## config.mk

```make
export PLATFORM = sky130hd
export DESIGN_NAME = btn_evt
export DESIGN_NICKNAME = d
export VERILOG_FILES = /design/src/rtl/btn_evt_pkg.sv /design/src/rtl/btn_evt_db_cell.sv /design/src/rtl/btn_evt.sv
export SDC_FILE = /design/constraint.sdc
export NUM_CORES = 1
export LEC_CHECK = 0
export CELL_PAD_IN_SITES_DETAIL_PLACEMENT = 1
export CELL_PAD_IN_SITES_GLOBAL_PLACEMENT = 1
export CORE_ASPECT_RATIO = 0.7
export CORE_UTILIZATION = 36
export DETAILED_ROUTE_END_ITERATION = 10
export GPL_ROUTABILITY_DRIVEN = 0
export PLACE_DENSITY_LB_ADDON = 0.1
export SLEW_MARGIN = 0
export SYNTH_ARGS = -nofsm -noshare
export SYNTH_HDL_FRONTEND = slang
export SYNTH_SLANG_ARGS = --single-unit
```

## constraint.sdc

```tcl
create_clock -name clk -period 2.65 [get_ports clk]
set_clock_uncertainty 0.05 [all_clocks]
set_input_delay 0.53 -clock clk [delete_from_list [all_inputs] [get_ports clk]]
set_output_delay 0.53 -clock clk [all_outputs]
set_load 0.01 [all_outputs]
```

## src/rtl/btn_evt_pkg.sv

```systemverilog
// rtl/btn_evt_pkg.sv - register bit offsets shared by the button event block
//
// Purpose: bit positions of the single status/control word.
//   PRESS_LSB : first sticky press flag bit
//   REL_LSB   : first sticky release flag bit
//   IRQEN_BIT : interrupt enable bit
package btn_evt_pkg;

    localparam int PRESS_LSB = 8;
    localparam int REL_LSB   = 16;
    localparam int IRQEN_BIT = 24;

endpackage

```

## src/rtl/btn_evt_db_cell.sv

```systemverilog
// rtl/btn_evt_db_cell.sv - one button's debounce counter, level and edge pulses
//
// Purpose: accepts a new level only after DB_CYCLES consecutive cycles of
// disagreement between btn_in and the current debounced level.
// Ports:
//   clk, rst : clock, asynchronous active-high reset
//   btn_in   : synchronised raw button level
//   db       : debounced level
//   rise     : high in the cycle whose clock edge takes db 0->1
//   fall     : high in the cycle whose clock edge takes db 1->0
module btn_db_cell #(
    parameter int DB_CYCLES = 50000,
    parameter int CNT_W     = 16
) (
    input  logic clk,
    input  logic rst,
    input  logic btn_in,
    output logic db,
    output logic rise,
    output logic fall
);

    localparam logic [CNT_W-1:0] CNT_LAST = CNT_W'(DB_CYCLES - 1);

    logic [CNT_W-1:0] cnt;
    logic             accept;

    // Disagreement has lasted DB_CYCLES-1 edges already: this edge flips db.
    assign accept = (btn_in != db) && (cnt == CNT_LAST);

    // Combinational so that the top can set its flags on the same edge that
    // updates db.
    assign rise = accept &  btn_in;
    assign fall = accept & ~btn_in;

    always_ff @(posedge clk or posedge rst) begin
        if (rst) begin
            db  <= 1'b0;
            cnt <= '0;
        end else if (btn_in == db) begin
            cnt <= '0;
        end else if (accept) begin
            db  <= btn_in;
            cnt <= '0;
        end else begin
            cnt <= cnt + 1'b1;
        end
    end

endmodule

```

## src/rtl/btn_evt.sv

```systemverilog
// rtl/btn_evt.sv - debounced buttons with sticky press/release flags and irq
//
// Purpose: debounces NBTN synchronised buttons, records press/release events
// in write-1-to-clear flags and raises a level interrupt on pending presses.
// Ports:
//   clk, rst  : clock, asynchronous active-high reset
//   stb, we   : IO slot select, 1 = write
//   data_in   : write data (W1C flags, irq_en load)
//   data_out  : read data, 0 unless stb & ~we
//   ack       : equals stb
//   btn_in    : synchronised buttons, active-high
//   btn_db    : debounced levels
//   irq       : irq_en & any press flag
module btn_evt
    import btn_evt_pkg::*;
#(
    parameter int NBTN      = 4,
    parameter int DB_CYCLES = 50000,
    parameter int CNT_W     = 16
) (
    input  logic            clk,
    input  logic            rst,
    input  logic            stb,
    input  logic            we,
    input  logic [31:0]     data_in,
    output logic [31:0]     data_out,
    output logic            ack,
    input  logic [NBTN-1:0] btn_in,
    output logic [NBTN-1:0] btn_db,
    output logic            irq
);

    logic [NBTN-1:0] rise;
    logic [NBTN-1:0] fall;
    logic [NBTN-1:0] press_flag;
    logic [NBTN-1:0] rel_flag;
    logic            irq_en;
    logic            wr;
    logic [NBTN-1:0] press_clr;
    logic [NBTN-1:0] rel_clr;
    logic            unused_data;

    for (genvar i = 0; i < NBTN; i++) begin : g_cell
        btn_db_cell #(
            .DB_CYCLES(DB_CYCLES),
            .CNT_W    (CNT_W)
        ) u_cell (
            .clk   (clk),
            .rst   (rst),
            .btn_in(btn_in[i]),
            .db    (btn_db[i]),
            .rise  (rise[i]),
            .fall  (fall[i])
        );
    end

    assign wr        = stb & we;
    assign press_clr = wr ? data_in[PRESS_LSB +: NBTN] : '0;
    assign rel_clr   = wr ? data_in[REL_LSB +: NBTN]   : '0;

    // Only a few write bits are meaningful; the rest are ignored.
    assign unused_data = &{1'b0, data_in};

    always_ff @(posedge clk or posedge rst) begin
        if (rst) begin
            press_flag <= '0;
            rel_flag   <= '0;
            irq_en     <= 1'b0;
        end else begin
            // Set is ORed in after the clear so a same-cycle edge wins.
            press_flag <= (press_flag & ~press_clr) | rise;
            rel_flag   <= (rel_flag   & ~rel_clr)   | fall;
            if (wr) begin
                irq_en <= data_in[IRQEN_BIT];
            end
        end
    end

    assign ack = stb;
    assign irq = irq_en & (|press_flag);

    always_comb begin
        data_out = '0;
        if (stb && !we) begin
            data_out[NBTN-1:0]             = btn_db;
            data_out[PRESS_LSB +: NBTN]    = press_flag;
            data_out[REL_LSB +: NBTN]      = rel_flag;
            data_out[IRQEN_BIT]            = irq_en;
        end
    end

endmodule

```

# Word-level counts from Yosys, hierarchy flattened
# Cells that the tools add are included.
# W data, S select, Z words.
# totals
regBits	77
input_bits	40
out_inout_bits	38
wordCells	76
# op_classes
addsub	4
n_eq_ne	12
muxes	14
n_bitwise	24
reduce_logical	11
# op_table
op	count
$mux W16	8
$add A16 B1 Y16 const B	4
$eq A16 B16 Y1 const B	4
$mux W4	5
$and A1 B1 Y1	10
$and A4 B4 Y4	2
$not A1 Y1	8
$not A4 Y4	2
$or A4 B4 Y4	2
$reduce_and A2 Y1	4
$logic_and A1 B1 Y1	5
$eq A1 B1 Y1	4
$ne A1 B1 Y1	4
$reduce_or A4 Y1	1
$logic_not A1 Y1	1
$mux W1	1

# Longest topological paths before layout
# Gate-level depths: netlist of the first run.
# logic_depth
depth_word	5
mapped_depth	6

# Modules after synthesis
# A second synthesis of the first run with hierarchy kept.
# unflattened
cells_unflattened	403
hier_area_um2	4280.4
# modules_own_cells
module	n_inst	cells_each	area_per_inst_um2	seq_area_each_um2
btn_db_cell	4	84	908.4	425.4
btn_evt	1	67	646.9	225.2

# Worst setup path before layout of the first run
# Ideal clock, no wire load.
# synth_timing
path_type	register to register
start	register g_cell[3].u_cell.cnt[5]
end	register g_cell[3].u_cell.db
setup_ns	0.125
t_arrival_ns	1.775
required_time_ns	2.475
slack_ns	0.700
path_stages_with_launch	4
path_buffers	0
synth_period_minus_slack_ns	1.950
path_cell_list	dfrtp_1 or4b_1 or4_4 mux2_4
# synth_between
elab_chain_cells	3
# synth_lines
element	line	rtl
from (decl)	btn_evt_db_cell.sv:25	logic [CNT_W-1:0] cnt;
from (signal assigned)	btn_evt_db_cell.sv:46	cnt <= cnt + 1'b1;
$eq A16 B16 Y1	btn_evt_db_cell.sv:29	assign accept = (btn_in != db) && (cnt == CNT_LAST);
$logic_and A1 B1 Y1	btn_evt_db_cell.sv:29	
$reduce_and A2 Y1 (no source line)	--	
to (signal assigned)	btn_evt_db_cell.sv:43	db <= btn_in;
to (decl)	btn_evt_db_cell.sv:18	output logic db,
# No other way between the ends.
# A chain may end at the register's enable or synchronous reset.

# Final worst setup path of the first run
# layout_timing
start	input stb
end	output data_out[19]
# layout_between
elab_chain_cells	2
# layout_lines
element	line	rtl
from (decl)	btn_evt.sv:23	input logic stb,
$logic_and A1 B1 Y1	btn_evt.sv:84	if (stb && !we) begin
$mux W4	btn_evt.sv:84	
to (decl)	btn_evt.sv:26	output logic [31:0] data_out,
# No other way between the ends.

==> results.md, run 1 <==
| Group | Item | This run |
|:---|:---|:---|
| run status | Outcome | completed |
| critical path | Required @ worst endpoint | 2.07 ns |
| global route | First-pass GRT wire length | 15300 µm |
| global route | Total overflow reported by the global router | 0 |
| synth | Yosys top cell area share | 0.484 |
| floorplanning | Die Area | 0.0115 mm² |
| clock network | Post-CTS setup-driven buffer insertion count | 0 |
| synth | Top_reg_cell synth | sky130_fd_sc_hd__dfrtp_1 |
| global route | Vias in the first global route | 3129 |
| synth | Fraction of synthesized area in multiplexers | 0.0160 |
| routing | Initial DRC count | 91 |
| clock network | Clock Pin Slew Worst Setup and Hold Paths | 0.06 ns |
| synth | Fraction of synthesized cell area in xor and xnor cells | 0.119 |
| floorplanning | Ports | 78 |
| floorplanning | Total core area | 0.0106 mm² |
| synth | Cell Area, Synth | 0.00398 mm² |
| synth | Simple logic cell fraction of the synthesized area | 0.276 |
| timing | Final hold violation count | 0 |
| routing | Final Routed Wirelength | 8570 µm |
| final layout | Area used by multi-input combinational logic | 0.00185 mm² |
| timing | Max Clk Rate | 385 MHz |
| routing | Detail Route met2 WL | 3790 µm |
| power | Worst voltage drop across the vdd grid | 0.302 mV |
| placed design | # port buffers | 35 |
| synth | Fraction of the mapped netlist area in compound gates | 0.0217 |
| synth | Most frequent cells after synthesis | sky130_fd_sc_hd__dfrtp_1 (77), sky130_fd_sc_hd__nor2_1 (72), sky130_fd_sc_hd__xnor2_1 (49) |
| final layout | Area taken by flip-flops and latches | 0.00193 mm² |
| routing | Sum of routed wire segments on met1 | 4340 µm |
| final layout | Area Growth Syn to Fin | 18.9% |
| final layout | Nets | 496 |
| global route | GR Util All Layers | 0.170 |
| critical path | Count of cells along the worst register-to-register path | 4 |
| critical path | Crit path arrival time | 2.01 ns |
| synth | Synthesized-area fraction occupied by adder cells | 0.0126 |
| critical path | Kind of start point of the critical path | input port |
| timing | Finish-stage setup viols | 0 |
| routing | DR WL met3 | 335 µm |
| clock network | Clock tree from TritonCTS | done |
| global route | Pin count of the biggest net entering global routing | 78 |
| synth | Average footprint of a synthesized cell | 9.58 µm² |
| routing | Top layer in use | met4 |
| clock network | # clock sinks | 77 |
| final layout | Fraction of layout instances using a drive strength above 1 | 0.0722 |
| routing | DRC violations left | 0 |
| timing | Worst-case headroom to the max-slew limit | 0.573 |
| global route | Number of antenna violations at the first check in global routing | 0 |
| hold path | Worst hold-check path type | flip-flop to flip-flop |
| timing | Worst Max-Slew Pin Slew | 0.640 ns |
| hold path | Worst Hold Path Cells | 2 |
| routing | Avg Vias per Cell | 4.79 |
| routing | Detail-routed net length per standard cell | 14.2 µm |
| floorplanning | Std cell rows | 31 |
| final layout | Layout Cells excl Fill | 605 |
| synth | Most frequent cell after synthesis | sky130_fd_sc_hd__dfrtp_1 |
| synth | Number of enable flip-flop cells after synthesis | 0 |
| placed design | Number of placed instances, taps included | 589 |
| timing | Unrepaired setup endpoints after global routing | false |
| floorplanning | Die boundary height | 89.9 µm |
| routing | Via count | 2900 |
| critical path | Setup Crit Path Kind | input port to output port |
| critical path | Kind of end point of the critical path | output port |
| timing | Max Slew Vio Count | 0 |
| routing | Drt pass-1 iters | 4 |
| final layout | Core occupancy in the finished layout | 0.448 |
| synth | Post-synthesis cell type count | 37 |
| synth | Top cell type by total area after synthesis | sky130_fd_sc_hd__dfrtp_1 |
| power | Total power divided by cell area | 557 mW/mm² |
| flow run | MaxCap Viol Count | 0 |
| synth | Number of warnings printed during yosys synthesis | 0 |
| clock network | H-tree levels | 3 |
| floorplanning | Die extent in x | 128 µm |
| power | Leakage | 2.05 nW |
| clock network | Total clock buffers created by CTS | 9 |
| synth | Register area share after synthesis | 0.484 |
| clock network | Skew-Pair Late Insertion Delay | 0.34 ns |
| final layout | Fill cell count | 1225 |
| synth | Dominant combinational cell family by area after synthesis | simple AND/OR/NAND/NOR gates |
| clock network | Cell at the root of the clock tree | sky130_fd_sc_hd__clkbuf_16 |
| power | Design Power | 2.64 mW |
| timing | Minimum clock period after layout | 2.59 ns |
| synth | Gate count of the mapped netlist | 415 |
| clock network | Clk buf depth | 2 |
| critical path | Maximum fanout along the worst path | 5 |
| routing | Post-detailed-route count of antenna-violating nets | 0 |
| floorplanning | Starting density of the core | 0.377 |
| placed design | Total half-perimeter wirelength after legalization and detailed placement | 5890 µm |
| synth | Async set or reset register ratio after synthesis | 1.00 |
| synth | #FFs+latches synth | 77 |
| timing | Part of the cycle the worst path needs | 0.979 |
| final layout | Final antenna diode count | 0 |
| synth | Most area-consuming cells after synthesis | sky130_fd_sc_hd__dfrtp_1 (48%), sky130_fd_sc_hd__xnor2_1 (11%), sky130_fd_sc_hd__nor2_1 (6.8%) |
## worst max-delay path, stage by stage
cell                              delay [ns]
sky130_fd_sc_hd__clkdlybuf4s50_1        0.51
sky130_fd_sc_hd__nor2b_4                0.18
sky130_fd_sc_hd__buf_4                  0.15
sky130_fd_sc_hd__and2_1                 0.12
sky130_fd_sc_hd__clkdlybuf4s50_1        0.53
## report_power, final
part / internal (mW) / switching (mW)
combinational: 0.0680 / 0.0986
clock: 0.753 / 0.495
sequential: 1.20 / 0.0230
## cells by family after synthesis
logic type	Yosys count
other cells	1
compound gates	14
xor+xnor	54
buf+inv	45
mux	5
simple gates	215
fa+ha+maj	4
flops	77
## worst paths after layout
path	start	endpoint	slack (ns)
max	stb	data_out[19]	0.06
min	rel_flag[2]	rel_flag[2]	0.43
max reg2reg	g_cell[1].u_cell.cnt[12]	g_cell[1].u_cell.cnt[15]	0.53
min reg2reg	rel_flag[2]	rel_flag[2]	0.43
max in group asynchronous	rst	rel_flag[3]	1.67
min in group asynchronous	rst	g_cell[0].u_cell.cnt[15]	0.55
## what timing repair did
| action | 4_1_cts | 5_1_grt |
|---|---|---|
| pin swaps | 0 | 0 |
| setup endpoints to repair | 13 | 11 |
| gates resized for setup | 2 | 11 |
| hold buffers | 0 | 0 |
## per-layer routing
metal,up-vias,global-route usage
met1,1420,0.234
li1,1424,-
met3,8,0.0435
met5,-,0
met4,0,0.0529
met2,48,0.261
## final cells by class
| class | count | area share |
|---|---|---|
| inverters | 15 | 0.0119 |
| clock buffers | 10 | 0.0505 |
| well taps | 148 | 0.0391 |
| flip-flops and latches | 77 | 0.407 |
| repair buffers | 38 | 0.0873 |
| multi-input cells | 311 | 0.391 |
| clock inverters | 6 | 0.0132 |
## state kept, by name, indices dropped and copies added, names as in the netlist
register,flops
irq_en,1
press_flag,4
rel_flag,4
g_cell.u_cell.db,4
g_cell.u_cell.cnt,64
## layout by cell type, fill, tap and decap left out, types with 5 or more instances in the layout
cell type,n
sky130_fd_sc_hd__clkdlybuf4s50_1,24
sky130_fd_sc_hd__xnor2_1,49
sky130_fd_sc_hd__nand2b_1,9
sky130_fd_sc_hd__dfrtp_1,77
sky130_fd_sc_hd__nand4_1,13
sky130_fd_sc_hd__and2_1,14
sky130_fd_sc_hd__and3_1,5
sky130_fd_sc_hd__clkbuf_16,9
sky130_fd_sc_hd__nor3_1,14
sky130_fd_sc_hd__dlymetal6s2s_1,11
sky130_fd_sc_hd__nor4_1,16
sky130_fd_sc_hd__xor2_1,5
sky130_fd_sc_hd__nor2_1,72
sky130_fd_sc_hd__nand2_1,31
sky130_fd_sc_hd__conb_1,19
sky130_fd_sc_hd__o21ai_0,8
sky130_fd_sc_hd__inv_1,14
sky130_fd_sc_hd__nand3_1,23
## per-stage QoR
| stage | setup WS, ns | TNS [ns] | hold WS (ns) | instance area [µm²] |
|---|---|---|---|---|
| global placement | -0.00868 | -0.0429 | 0.414 | 4390 |
| finish | 0.0556 | 0 | 0.429 | 4730 |
| floorplan | 0.103 | 0 | 0.390 | 4050 |
| detailed placement | -0.0889 | -0.773 | 0.421 | 4390 |
| CTS | 0.00275 | 0 | 0.434 | 4700 |
| global route | 0.00225 | 0 | 0.466 | 4730 |
(Power assumes the default switching activity.)
==> inputs of run 2 (changes only) <==
Settings changed: ABC_CLOCK_PERIOD_IN_PS set to 2650, CTS_CLUSTER_DIAMETER set to 150.
==> results of run 2 <==
No change in the layout: final DEF, timing and power equal those of run 1.
==> inputs of run 3 (changes only) <==
Settings changed: CORE_UTILIZATION 36 to 37, CTS_BUF_LIST set to sky130_fd_sc_hd__clkbuf_2 sky130_fd_sc_hd__clkbuf_4 sky130_fd_sc_hd__clkbuf_8.
==> run 3 against run 2 <==
Effect of this change:
- non-clock buffer count grew 2
- total power shrank 13%
- critical endpoint is now data_out[0]
- fmax grew 0.49%
- wire length shrank 0.96%
- combinational power is essentially flat
==> results.md, run 3 (synthesis gave the netlist of run 1 again) <==
| Group | Item | This run | vs previous |
|:---|:---|:---|:---|
| global route | Total overflow reported by the global router | 0 | unchanged |
| routing | Via count | 2921 | +0.72% |
| clock network | Total clock buffers created by CTS | 9 | unchanged |
| routing | Top layer in use | met4 |  |
| timing | Minimum clock period after layout | 2.58 ns | -0.0127 ns |
| critical path | Kind of start point of the critical path | input port |  |
| final layout | Flip-flop count of the largest register after layout | 64 | unchanged |
| timing | Max Slew Vio Count | 0 | unchanged |
| floorplanning | Std cell rows | 31 | unchanged |
| placed design | Total half-perimeter wirelength after legalization and detailed placement | 5990 µm | +1.7% |
| clock network | Clk buf depth | 2 | unchanged |
| final layout | Nets | 498 | +0.40% |
| floorplanning | Die extent in x | 126 µm | -1.3% |
| routing | Post-detailed-route count of antenna-violating nets | 0 | unchanged |
| power | Design Power | 2.28 mW | -13% |
| floorplanning | Starting density of the core | 0.383 | +0.00563 |
| final layout | Fill cell count | 1224 | -0.082% |
| routing | Detail Route met2 WL | 3740 µm | -1.3% |
| timing | Worst Max-Slew Pin Slew | 0.647 ns | +0.00663 ns |
| final layout | Most frequent cells in the layout | sky130_fd_sc_hd__dfrtp_1 (77), sky130_fd_sc_hd__nor2_1 (72), sky130_fd_sc_hd__xnor2_1 (49), sky130_fd_sc_hd__clkdlybuf4s50_1 (32), sky130_fd_sc_hd__nand2_1 (31) |  |
| power | Leakage | 1.88 nW | -8.7% |
| routing | Sum of routed wire segments on met1 | 4370 µm | +0.53% |
| clock network | Skew-Pair Late Insertion Delay | 0.36 ns | +0.02 ns |
| final layout | Area used by multi-input combinational logic | 0.00185 mm² | unchanged |
| routing | DR WL met3 | 271 µm | -19% |
| floorplanning | Die boundary height | 88.7 µm | -1.3% |
| timing | Finish-stage setup viols | 0 | unchanged |
| final layout | Register ranked first by flip-flop count | g_cell.u_cell.cnt |  |
| power | Worst voltage drop across the vdd grid | 0.192 mV | -36% |
| critical path | Kind of end point of the critical path | output port |  |
| timing | Unrepaired setup endpoints after global routing | false |  |
| clock network | Number of hold buffers added after cts | 0 | unchanged |
| final layout | Fraction of layout instances using a drive strength above 1 | 0.0763 | +0.00404 |
| timing | Max Clk Rate | 387 MHz | +0.49% |
| global route | GR Util All Layers | 0.171 | +0.00168 |
| placed design | # port buffers | 35 | unchanged |
| critical path | Maximum fanout along the worst path | 4 | -1 |
| final layout | Area Growth Syn to Fin | 15.7% |  |
| power | Total power divided by cell area | 496 mW/mm² | -11% |
| timing | Setup Total Neg Slack | 0 ns | unchanged |
| run status | Outcome | completed |  |
| critical path | Required @ worst endpoint | 2.07 ns | about the same |
| global route | Vias in the first global route | 2983 | -4.7% |
| routing | Drt pass-1 iters | 4 | unchanged |
| routing | Final Routed Wirelength | 8490 µm | -0.96% |
| timing | Worst-case headroom to the max-slew limit | 0.565 | -0.00839 |
| clock network | Clock Pin Slew Worst Setup and Hold Paths | 0.08 ns | +0.02 ns |
| clock network | Cell at the root of the clock tree | sky130_fd_sc_hd__clkbuf_8 |  |
| routing | Avg Vias per Cell | 4.94 | +3.1% |
| routing | DRC violations left | 0 | unchanged |
| final layout | Core occupancy in the finished layout | 0.443 | -0.00559 |
| routing | Detail-routed net length per standard cell | 14.4 µm | +1.4% |
| timing | Part of the cycle the worst path needs | 0.974 | -0.00478 |
| clock network | Clock tree from TritonCTS | done |  |
| final layout | Most frequent standard cell in the layout excluding fill and tap cells | sky130_fd_sc_hd__dfrtp_1 |  |
| routing | Initial DRC count | 74 | -19% |
| critical path | Crit path arrival time | 2.00 ns | about the same |
| hold path | Worst hold-check path type | input port to async pin |  |
| floorplanning | Ports | 78 | unchanged |
| clock network | # clock sinks | 77 | unchanged |
| floorplanning | Die Area | 0.0112 mm² | -2.7% |
| clock network | H-tree levels | 3 | unchanged |
| floorplanning | Total core area | 0.0104 mm² | -1.5% |
| critical path | Setup Crit Path Kind | input port to output port |  |
| global route | First-pass GRT wire length | 14900 µm | -2.8% |
| final layout | Final antenna diode count | 0 | unchanged |
| flow run | MaxCap Viol Count | 0 | unchanged |
| timing | Final hold violation count | 0 | unchanged |
| global route | Pin count of the biggest net entering global routing | 66 | -15% |
| global route | Number of antenna violations at the first check in global routing | 0 | unchanged |
| final layout | Area taken by flip-flops and latches | 0.00193 mm² | unchanged |
[run 3: changes by cell type in the layout (fill, tap and decap cells not counted), sizes merged]
cell and delta:
dlymetal6s2s -8, clkdlybuf4s50 +8, buf +2, clkinv -1, clkbuf +1
[run 3: final cells by class]
class                   count  area share
flip-flops and latches     77       0.419
repair buffers             40      0.0894
clock inverters             5      0.0109
inverters                  15      0.0122
clock buffers              11      0.0315
multi-input cells         311       0.401
well taps                 132      0.0359
[run 3: what timing repair did]
| action | 4_1_cts | 5_1_grt |
|---|---|---|
| setup buffers | 0 | 0 |
| hold endpoints to repair | 0 | 0 |
| gates resized for setup | 0 | 6 |
| setup endpoints to repair | 0 | 13 |
[run 3: worst max-delay path: stages]
cell                              delay (ns)
sky130_fd_sc_hd__clkdlybuf4s50_1        0.50
sky130_fd_sc_hd__nor2b_4                0.17
sky130_fd_sc_hd__buf_4                  0.14
sky130_fd_sc_hd__and2_1                 0.12
sky130_fd_sc_hd__clkdlybuf4s50_1        0.54
[run 3: per-layer routing]
metal  track usage  up-vias
met1         0.233     1446
met3        0.0478       10
met2         0.268       41
met5             0        -
met4        0.0526        0
li1              -     1424
[run 3: final timing paths]
kind                                          start                       end  slack [ns]  cells past startpoint
setup / recovery                                stb               data_out[0]        0.07                      5
hold / removal                                  rst   g_cell[3].u_cell.cnt[1]        0.39                      2
setup reg to reg           g_cell[1].u_cell.cnt[12]  g_cell[1].u_cell.cnt[13]        0.53                      4
hold reg to reg                         rel_flag[1]               rel_flag[1]        0.43                      2
max in group asynchronous                       rst   g_cell[1].u_cell.cnt[9]        1.52                      3
min in group clk                        rel_flag[1]               rel_flag[1]        0.43                      2
[run 3: through the flow]
step | hold slack (ns) | worst slack [ns] | std cells | cell area, µm²
floorplan | 0.390 | 0.103 | 433 | 4050
global placement | 0.412 | 0.0394 | 575 | 4390
detailed placement | 0.423 | 0.0120 | 575 | 4390
CTS | 0.384 | 0.00300 | 591 | 4580
global route | 0.419 | 0.00781 | 591 | 4600
finish | 0.385 | 0.0682 | 591 | 4600
[run 3: where the power goes]
part	total (mW)	switching (mW)	internal, mW
combinational	0.169	0.0974	0.0711
clock	0.896	0.431	0.465
sequential	1.22	0.0226	1.20
total	2.28	0.551	1.73
